--- config.mk ---
export PLATFORM = sky130hd
export DESIGN_NAME = hstate_follower
export DESIGN_NICKNAME = d
export VERILOG_FILES = /design/src/rtl/hstate_follower.sv
export SDC_FILE = /design/constraint.sdc
export NUM_CORES = 1
export LEC_CHECK = 0
export BUFFER_PORTS_ARGS = -buffer_cell sky130_fd_sc_hd__buf_2
export CAP_MARGIN = 10
export CORE_MARGIN = 2
export CORE_UTILIZATION = 35
export DETAILED_ROUTE_END_ITERATION = 7
export GPL_TIMING_DRIVEN = 0
export PLACE_DENSITY = 0.59
export SYNTH_ARGS = -nofsm -noshare
export SYNTH_HDL_FRONTEND = slang
export SYNTH_SLANG_ARGS = --single-unit
--- constraint.sdc ---
create_clock -name hclk -period 2.24 [get_ports hclk]
set_input_delay 0.448 -clock hclk [delete_from_list [all_inputs] [get_ports hclk]]
set_output_delay 0.448 -clock hclk [all_outputs]
set_load 0.03 [all_outputs]
--- src/rtl/hstate_follower.sv ---
// hstate_follower: receive-side tracker for the tagged fusion pixel stream.
// Counts accepted pixels per image, checks image-index tags, and stalls at set end.
//
// Ports:
//   hclk, hres_n       clock, asynchronous active-low reset
//   in_valid, in_state upstream beat valid and its image-index tag
//   in_ready           high when a beat can be accepted (low while awaiting ack)
//   pix_cnt            pixels accepted so far in the current image
//   exp_state          expected image index
//   img_done           one-cycle pulse after the last pixel of an image
//   set_done, set_ack  full image set received / downstream acknowledge
//   state_err, err_clr sticky tag-mismatch flag and its clear
module hstate_follower #(
    parameter int HIM_LEN           = 520,
    parameter int HIM_WID           = 520,
    parameter int LOG2_NO_OF_IMAGES = 4,
    parameter int CNT_W             = 19
) (
    input  logic                         hclk,
    input  logic                         hres_n,
    input  logic                         in_valid,
    input  logic [LOG2_NO_OF_IMAGES-1:0] in_state,
    output logic                         in_ready,
    output logic [CNT_W-1:0]             pix_cnt,
    output logic [LOG2_NO_OF_IMAGES-1:0] exp_state,
    output logic                         img_done,
    output logic                         set_done,
    input  logic                         set_ack,
    output logic                         state_err,
    input  logic                         err_clr
);

    localparam int S = LOG2_NO_OF_IMAGES;

    // Pixel count per image computed in 64 bits so the product never truncates.
    localparam logic [63:0]      NPIX     = 64'(HIM_LEN) * 64'(HIM_WID);
    localparam logic [CNT_W-1:0] LAST_PIX = CNT_W'(NPIX - 64'd1);
    localparam logic [CNT_W-1:0] C_ONE    = CNT_W'(1);
    localparam logic [S-1:0]     S_ONE    = S'(1);

    typedef enum logic {
        RUN      = 1'b0,
        WAIT_ACK = 1'b1
    } fsm_t;

    fsm_t             state;
    fsm_t             state_nx;
    logic [CNT_W-1:0] pix_nx;
    logic [S-1:0]     exp_nx;
    logic             img_nx;
    logic             set_nx;
    logic             err_nx;
    logic             accept;
    logic             last_pix;
    logic             tag_bad;

    assign in_ready = (state == RUN);
    assign accept   = in_valid & in_ready;
    assign last_pix = (pix_cnt == LAST_PIX);
    assign tag_bad  = (in_state != exp_state);

    always_ff @(posedge hclk or negedge hres_n) begin
        if (!hres_n) begin
            state     <= RUN;
            pix_cnt   <= '0;
            exp_state <= '0;
            img_done  <= 1'b0;
            set_done  <= 1'b0;
            state_err <= 1'b0;
        end else begin
            state     <= state_nx;
            pix_cnt   <= pix_nx;
            exp_state <= exp_nx;
            img_done  <= img_nx;
            set_done  <= set_nx;
            state_err <= err_nx;
        end
    end

    always_comb begin
        state_nx = state;
        pix_nx   = pix_cnt;
        exp_nx   = exp_state;
        img_nx   = 1'b0;
        set_nx   = set_done;
        unique case (state)
            RUN: begin
                if (accept) begin
                    if (last_pix) begin
                        pix_nx = '0;
                        img_nx = 1'b1;
                        exp_nx = exp_state + S_ONE;
                        // Last image of the set: stall until acknowledged.
                        if (&exp_state) begin
                            set_nx   = 1'b1;
                            state_nx = WAIT_ACK;
                        end
                    end else begin
                        pix_nx = pix_cnt + C_ONE;
                    end
                end
            end
            WAIT_ACK: begin
                if (set_ack) begin
                    set_nx   = 1'b0;
                    state_nx = RUN;
                end
            end
            default: state_nx = RUN;
        endcase
    end

    // A fresh mismatch takes priority over a clear in the same cycle.
    always_comb begin
        err_nx = state_err;
        if (accept && tag_bad) begin
            err_nx = 1'b1;
        end else if (err_clr) begin
            err_nx = 1'b0;
        end
    end

endmodule

==> results of run 1 <==
-- critical path, stage by stage (launching register included) --
cell     delay, ps
dfrtp_1        440
nor4b_1        400
nand4_1        380
nor2_4         320
mux2_1         360
-- through the flow --
step / worst slack, ps / cell area, sq um
final: 232 / 1610
after floorplan: 426 / 1330
after CTS: 224 / 1610
after global placement: 232 / 1570
after detailed placement: 242 / 1570
after global routing: 107 / 1610
-- cell type report --
| cell class | count | area [sq um] |
|---|---|---|
| fill | 374 | 2050 |
| sequential | 27 | 676 |
| multi-input combinational | 94 | 639 |
| timing repair buffer | 35 | 175 |
| tap | 48 | 60.1 |
| clock buffer | 4 | 45.0 |
| inverter | 4 | 15.0 |
| buffer | 1 | 3.75 |
-- worst paths after layout --
kind / cells past startpoint / to / from / slack [ps]
worst min-delay path: 1 / pix_cnt[14] / hres_n / 180
worst max-delay path: 4 / exp_state[1] / pix_cnt[16] / 230
worst min register to register: 2 / state_err / state_err / 540
worst max register to register: 4 / exp_state[1] / pix_cnt[16] / 230
max in group asynchronous: 1 / pix_cnt[18] / hres_n / 1670
min in group hclk: 2 / state_err / err_clr / 360
-- synth_stat cells, drive strengths merged --
library cell,n
a31o,2
a21oi,2
nand4,7
nor2,11
or4,1
nor4b,2
xnor2,7
inv,4
nor4,1
nor3,10
o31ai,1
nor2b,1
dfrtp,27
a21boi,1
o21ai,5
mux2i,1
or3,2
clkbuf,1
nand2b,2
nand2,11
and4,2
xor2,13
nand3,7
ha,2
o22ai,1
mux2,1
and3,1
-- cell families after synthesis --
kind of cell,share of synthesized area
compound gates,0.0582
xor+xnor,0.131
buf+inv,0.0141
simple gates,0.255
fa+ha+maj,0.0188
mux,0.0159
flops,0.507
-- metal layers --
metal / vias to the layer above / track usage / share of wire
met3: 4 / 0.0205 / 0.040
met4: 0 / 0.0313 / 0.012
li1: 523 / - / -
met1: 509 / 0.195 / 0.47
met5: - / 0 / 0
met2: 23 / 0.237 / 0.47
-- flip-flops by register name (all words and copies together) (netlist names) --
| signal | flops |
|---|---|
| pix_cnt | 19 |
| exp_state | 4 |
| img_done | 1 |
| set_done | 1 |
| state | 1 |
| state_err | 1 |
-- where the power goes --
| part | switching (uW) | internal, uW |
|---|---|---|
| registers | 93.0 | 546 |
| logic | 225 | 111 |
| clock network | 149 | 127 |
| total | 466 | 785 |
==> results.sh, run 1 <==
export IMPL_synth_nets=137
export IMPL_crit_fanout=6
export IMPL_drt_first_pass_iters=4
export IMPL_htreeDepth=1
export IMPL_final_common_cell="buf_2"
export IMPL_antenna_found_initial=0
export IMPL_yosysTopAreaCellShare=0.507
export IMPL_grt_max_degree=28
export IMPL_synthCells=126
export IMPL_antenna_left=0
export IMPL_cp_arrival_ps=2160
export IMPL_grt_pass1_vias=1029
export IMPL_numCtsBuffers=3
export IMPL_ys_seq_area_frac=0.507
export IMPL_drive_gt1_frac=0.291
export IMPL_clkTransAtPathRegs_ps=90
export IMPL_path_class="register to register"
export IMPL_min_period_over_period=0.896
export IMPL_hold_buffers=0
export IMPL_finalPower_uw=1250
export IMPL_holdWs_ps=179
export IMPL_layout_min_cycle_time_ps=2010
export IMPL_dpl_cell_count=209
export IMPL_die_w_microns=65.7
export IMPL_rsz0062_at_grt="no"
export IMPL_slew_violations=0
export IMPL_clockBufferDepth=2
export IMPL_p_per_area_mw_per_mm2=775
export IMPL_crit_path_end_kind="register"
export IMPL_status="finished clean"
export IMPL_clkLatencyLatePin_ps=270
export IMPL_drc=0
export IMPL_hold_viol_final=0
export IMPL_holdCritPathClass="input pin to asynchronous set/reset pin"
export IMPL_num_antenna_cells=0
export IMPL_start_util=0.364
export IMPL_power_leakage_uw=0.000793
export IMPL_finalSetupViolations=0
export IMPL_synth_area_sq_mm=0.00133
export IMPL_rows=22
export IMPL_cts_root_buffer_cell="clkbuf_8"
export IMPL_nets=177
export IMPL_yosys_warnings=0
export IMPL_avgRoutedWirePerCell_microns=13.1
export IMPL_cts_repair_resized=0
export IMPL_maxSlewHeadroom=0.596
export IMPL_io_buffers=35
export IMPL_cts_setup_buffers=0
export IMPL_syn2layout_area_growth_pct=21.0
export IMPL_place_hpwl_microns=2120
export IMPL_vias=1059
export IMPL_cts_tree="yes"
export IMPL_fin_tns_setup_ps=0
export IMPL_ir_worst_vdd_mv=0.275
export IMPL_required_ps=2390
export IMPL_ys_ff_latch=27
export IMPL_maxCapViolations=0
export IMPL_gp_congestion=0.878
export IMPL_core_sq_mm=0.00366
export IMPL_drtIter0Drc=40
export IMPL_worstMarginPinSlew_ps=606
export IMPL_post_route_util=0.441
export IMPL_finalWirelength_microns=2790
export IMPL_cts_num_sinks=27
export IMPL_dieArea_sq_mm=0.00432
export IMPL_io_pins=36
export IMPL_stdcell_count=213
export IMPL_synth_top_area_cell="dfrtp_1"
export IMPL_synth_area_leaders="dfrtp_1, xor2_1, xnor2_1, nor3_1, nand2_1"
export IMPL_syn_area_per_cell_sq_um=10.6
export IMPL_skew_ps=4.39
export IMPL_track_usage=0.142
export IMPL_fmax_mhz=498
export IMPL_grt_pass1_wl_microns=4800
export IMPL_ys_types=33
export IMPL_startpoint_type="register"
export IMPL_globalRouteOverflowTotal=0
export IMPL_viasPerCell=4.97
export IMPL_die_height_microns=65.7
export IMPL_final_cell_mix="buf_2, dfrtp_1, xor2_1"
No activity file was read; power rests on OpenSTA's default activity.
==> run 2, diff against run 1 <==
CTS_BUF_LIST = sky130_fd_sc_hd__clkbuf_16   (was default)
==> results.sh, run 2 (synthesis results as in run 1) <==
export IMPL_status="finished clean"
export IMPL_vias=1078
export IMPL_final_cell_mix="buf_2, dfrtp_1, xor2_1"
export IMPL_cts_repair_resized=0
export IMPL_nets=177
export IMPL_placed_area_sq_mm=0.00157
export IMPL_syn2layout_area_growth_pct=23.5
export IMPL_maxCapViolations=0
export IMPL_rsz0062_at_grt="no"
export IMPL_layout_min_cycle_time_ps=1980
export IMPL_startpoint_type="register"
export IMPL_numCtsBuffers=3
export IMPL_finalPower_uw=1380
export IMPL_grt_pass1_vias=1034
export IMPL_grt_max_degree=28
export IMPL_rows=22
export IMPL_holdCritPathClass="input pin to asynchronous set/reset pin"
export IMPL_clkTransAtPathRegs_ps=60
export IMPL_antenna_left=0
export IMPL_io_pins=36
export IMPL_min_period_over_period=0.885
export IMPL_drive_gt1_frac=0.291
export IMPL_io_buffers=35
export IMPL_start_util=0.364
export IMPL_hold_buffers=0
export IMPL_drtIter0Drc=36
export IMPL_cp_arrival_ps=2120
export IMPL_die_w_microns=65.7
export IMPL_core_sq_mm=0.00366
export IMPL_crit_path_end_kind="register"
export IMPL_viasPerCell=5.06
export IMPL_num_antenna_cells=0
export IMPL_setup_worst_path_start="pix_cnt[16]"
export IMPL_drc=0
export IMPL_avgRoutedWirePerCell_microns=13.1
export IMPL_pre_cts_ws_ps=242
export IMPL_skew_ps=3.33
export IMPL_worst_slack_ps=257
export IMPL_fill_cells=369
export IMPL_cts_root_buffer_cell="clkbuf_16"
export IMPL_antenna_found_initial=0
export IMPL_crit_fanout=6
export IMPL_design_area_sq_mm=0.00165
export IMPL_grt_pass1_wl_microns=4800
export IMPL_globalRouteOverflowTotal=0
export IMPL_holdWs_ps=192
export IMPL_finalSetupViolations=0
export IMPL_cts_setup_buffers=0
export IMPL_largest_reg_flops=19
export IMPL_regMostFlops="pix_cnt"
export IMPL_track_usage=0.144
export IMPL_ir_worst_vdd_mv=0.342
export IMPL_fin_tns_setup_ps=0
export IMPL_cts_tree="yes"
export IMPL_gp_congestion=0.878
export IMPL_power_leakage_uw=0.000812
export IMPL_drt_first_pass_iters=4
export IMPL_hold_viol_final=0
export IMPL_clkLatencyLatePin_ps=260
export IMPL_fmax_mhz=504
export IMPL_maxSlewHeadroom=0.598
export IMPL_reg_largest_list="pix_cnt (19), exp_state (4)"
export IMPL_path_class="register to register"
export IMPL_htreeDepth=1
export IMPL_worstMarginPinSlew_ps=604
export IMPL_finalWirelength_microns=2800
export IMPL_die_height_microns=65.7
export IMPL_required_ps=2380
export IMPL_clockBufferDepth=2
export IMPL_dieArea_sq_mm=0.00432
export IMPL_r2r_start="pix_cnt[16]"
export IMPL_cts_num_sinks=27
export IMPL_p_per_area_mw_per_mm2=834
export IMPL_slew_violations=0
export IMPL_place_hpwl_microns=2120
export IMPL_final_common_cell="buf_2"
==> run 2: cell types whose count changed in the layout (fill, tap and decap cells not counted), sizes merged <==
cell    previous run  this run
inv                4         5
clkbuf             5         4
==> run 2: layout make-up <==
class / count / area (sq um) / share of cell area
buffer: 1 / 3.75 / 0.00228
clock buffer: 3 / 75.1 / 0.0456
clock inverter: 1 / 3.75 / 0.00228
inverter: 4 / 15.0 / 0.00911
multi-input combinational: 94 / 639 / 0.388
sequential: 27 / 676 / 0.410
tap: 48 / 60.1 / 0.0364
timing repair buffer: 35 / 175 / 0.106
==> run 2: power breakdown <==
part / switching [uW] / total, uW / internal (uW)
Combinational: 225 / 336 / 111
Clock: 160 / 399 / 239
Sequential: 92.7 / 640 / 547
==> run 2: path summary, 6_finish.rpt <==
path / endpoint / slack [ps] / cells after the start
min reg2reg: state_err / 530 / 2
max: exp_state[1] / 260 / 4
min in group hclk: state_err / 380 / 2
max reg2reg: exp_state[1] / 260 / 4
min: pix_cnt[3] / 190 / 1
max in group asynchronous: pix_cnt[16] / 1650 / 1
==> run 2: critical path, stage by stage, from the launching register on <==
cell	delay, ps
dfrtp_1	430
nor4b_1	380
nand4_1	380
nor2_4	320
mux2_1	360
==> run 2: layer usage <==
layer / vias up / GRT usage / share of wire
met3: 5 / 0.0257 / 0.053
met5: - / 0 / 0
met4: 0 / 0.0469 / 0.015
met1: 516 / 0.192 / 0.47
met2: 35 / 0.236 / 0.46
li1: 522 / - / -
==> run 2: per-stage QoR <==
stage	std cells	util
final	213	0.450
after detailed placement	209	0.429
after global placement	209	0.429
after global routing	213	0.450
after floorplan	126	-
after CTS	213	0.450
==> run 3, diff against run 2 <==
ABC_CLOCK_PERIOD_IN_PS = 2240   (was default)
CORE_UTILIZATION = 39   (was 35)
PLACE_DENSITY = 0.64   (was 0.59)
==> results.sh, run 3 (synthesis results as in run 1) <==
export IMPL_drive_gt1_frac=0.297
export IMPL_holdWs_ps=192
export IMPL_status="finished clean"
export IMPL_maxSlewHeadroom=0.596
export IMPL_reg_largest_list="pix_cnt (19), exp_state (4)"
export IMPL_globalRouteOverflowTotal=0
export IMPL_startpoint_type="register"
export IMPL_dieArea_sq_mm=0.00390
export IMPL_multi_input_area_sq_um=639
export IMPL_fin_tns_setup_ps=0
export IMPL_avgRoutedWirePerCell_microns=13.7
export IMPL_register_area_sq_um=676
export IMPL_regMostFlops="pix_cnt"
export IMPL_finalSetupViolations=0
export IMPL_layout_min_cycle_time_ps=2050
export IMPL_crit_path_end_kind="register"
export IMPL_grt_pass1_vias=1116
export IMPL_final_cell_mix="buf_2, dfrtp_1, xor2_1"
export IMPL_gp_congestion=0.851
export IMPL_fill_cells=337
export IMPL_finalWirelength_microns=2900
export IMPL_antenna_found_initial=0
export IMPL_required_ps=2380
export IMPL_p_per_area_mw_per_mm2=846
export IMPL_rows=21
export IMPL_placed_area_sq_mm=0.00157
export IMPL_crit_fanout=6
export IMPL_die_w_microns=62.5
export IMPL_r2r_cells=4
export IMPL_nets=177
export IMPL_cp_arrival_ps=2190
export IMPL_clkLatencyLatePin_ps=260
export IMPL_ir_worst_vdd_mv=0.355
export IMPL_cts_root_buffer_cell="clkbuf_16"
export IMPL_drtIter0Drc=44
export IMPL_cts_repair_resized=0
export IMPL_drc=0
export IMPL_numCtsBuffers=3
export IMPL_worst_slack_ps=192
export IMPL_pre_cts_ws_ps=192
export IMPL_design_area_sq_mm=0.00165
export IMPL_r2r_slack_ps=190
export IMPL_start_util=0.403
export IMPL_skew_ps=3.62
export IMPL_clockBufferDepth=2
export IMPL_io_pins=36
export IMPL_path_class="register to register"
export IMPL_vias=1106
export IMPL_hold_viol_final=0
export IMPL_slew_violations=0
export IMPL_rsz0062_at_grt="no"
export IMPL_dpl_cell_count=207
export IMPL_io_buffers=35
export IMPL_fmax_mhz=488
export IMPL_cts_num_sinks=27
export IMPL_largest_reg_flops=19
export IMPL_min_period_over_period=0.914
export IMPL_die_height_microns=62.5
export IMPL_antenna_left=0
export IMPL_num_antenna_cells=0
export IMPL_drt_first_pass_iters=5
export IMPL_viasPerCell=5.24
export IMPL_core_sq_mm=0.00331
export IMPL_syn2layout_area_growth_pct=23.5
export IMPL_r2r_start="pix_cnt[16]"
export IMPL_track_usage=0.163
export IMPL_path_cells="nor4b_1 > nand4_1 > nor2_4 > mux2_1"
export IMPL_htreeDepth=1
export IMPL_worstMarginPinSlew_ps=607
export IMPL_cts_tree="yes"
export IMPL_crit_path_top_delay_cell="dfrtp_1"
export IMPL_clkTransAtPathRegs_ps=70
export IMPL_cpPeakStageDelay_ps=440
export IMPL_maxCapViolations=0
export IMPL_power_leakage_uw=0.000811
export IMPL_cts_setup_buffers=0
export IMPL_reg2reg_to="exp_state[1]"
export IMPL_grt_pass1_wl_microns=5130
export IMPL_holdCritPathClass="input pin to asynchronous set/reset pin"
export IMPL_hold_buffers=0
export IMPL_stdcell_count=211
export IMPL_place_hpwl_microns=2130
export IMPL_final_common_cell="buf_2"
export IMPL_grt_max_degree=28
==> run 3: changes by cell type in the layout (fill, tap and decap cells not counted) <==
| cell | previous run | this run |
|---|---|---|
| clkinv_2 | 0 | 1 |
| inv_1 | 5 | 4 |
==> run 3: worst max path at each step <==
stage / start / slack [ps] / end
finish: pix_cnt[16] / 190 / exp_state[1]
global route: pix_cnt[16] / 90 / exp_state[1]
CTS: pix_cnt[16] / 180 / exp_state[1]
detailed placement: pix_cnt[16] / 190 / exp_state[1]
global placement: pix_cnt[16] / 260 / exp_state[1]
floorplan: pix_cnt[10] / 430 / exp_state[1]
==> run 3: area by class of cell <==
class | instances | area share
buffer | 1 | 0.00228
clock buffer | 3 | 0.0456
clock inverter | 1 | 0.00304
inverter | 4 | 0.00912
multi-input combinational | 94 | 0.388
sequential | 27 | 0.410
tap | 46 | 0.0350
timing repair buffer | 35 | 0.106
==> run 3: per-stage QoR <==
step	utilization	power (uW)
4_1_cts	0.497	1410
2_1_floorplan	-	874
3_3_place_gp	0.473	982
3_5_place_dp	0.473	994
6_report	0.497	1390
5_1_grt	0.497	1470
==> run 3: critical path, delay by kind of cell (launching register included) <==
family           cells  cell delay [ps]
multiplexers         1              350
flip-flops           1              440
AND/OR/NAND/NOR      3             1130
==> run 3: report_power, final <==
part / switching (uW) / internal, uW / total [uW] / leakage [uW]
Sequential: 93.9 / 547 / 641 / 0.000351
Combinational: 229 / 112 / 341 / 0.000418
Clock: 170 / 241 / 411 / 0.0000409
==> run 3: per-layer routing <==
metal | GRT usage | up-vias | wire length (microns) | share of wire
li1 | - | 526 | - | -
met1 | 0.205 | 552 | 1320 | 0.45
met2 | 0.274 | 24 | 1460 | 0.50
met3 | 0.0270 | 4 | 85 | 0.029
met4 | 0.0778 | 0 | 33 | 0.011
met5 | 0 | - | 0 | 0
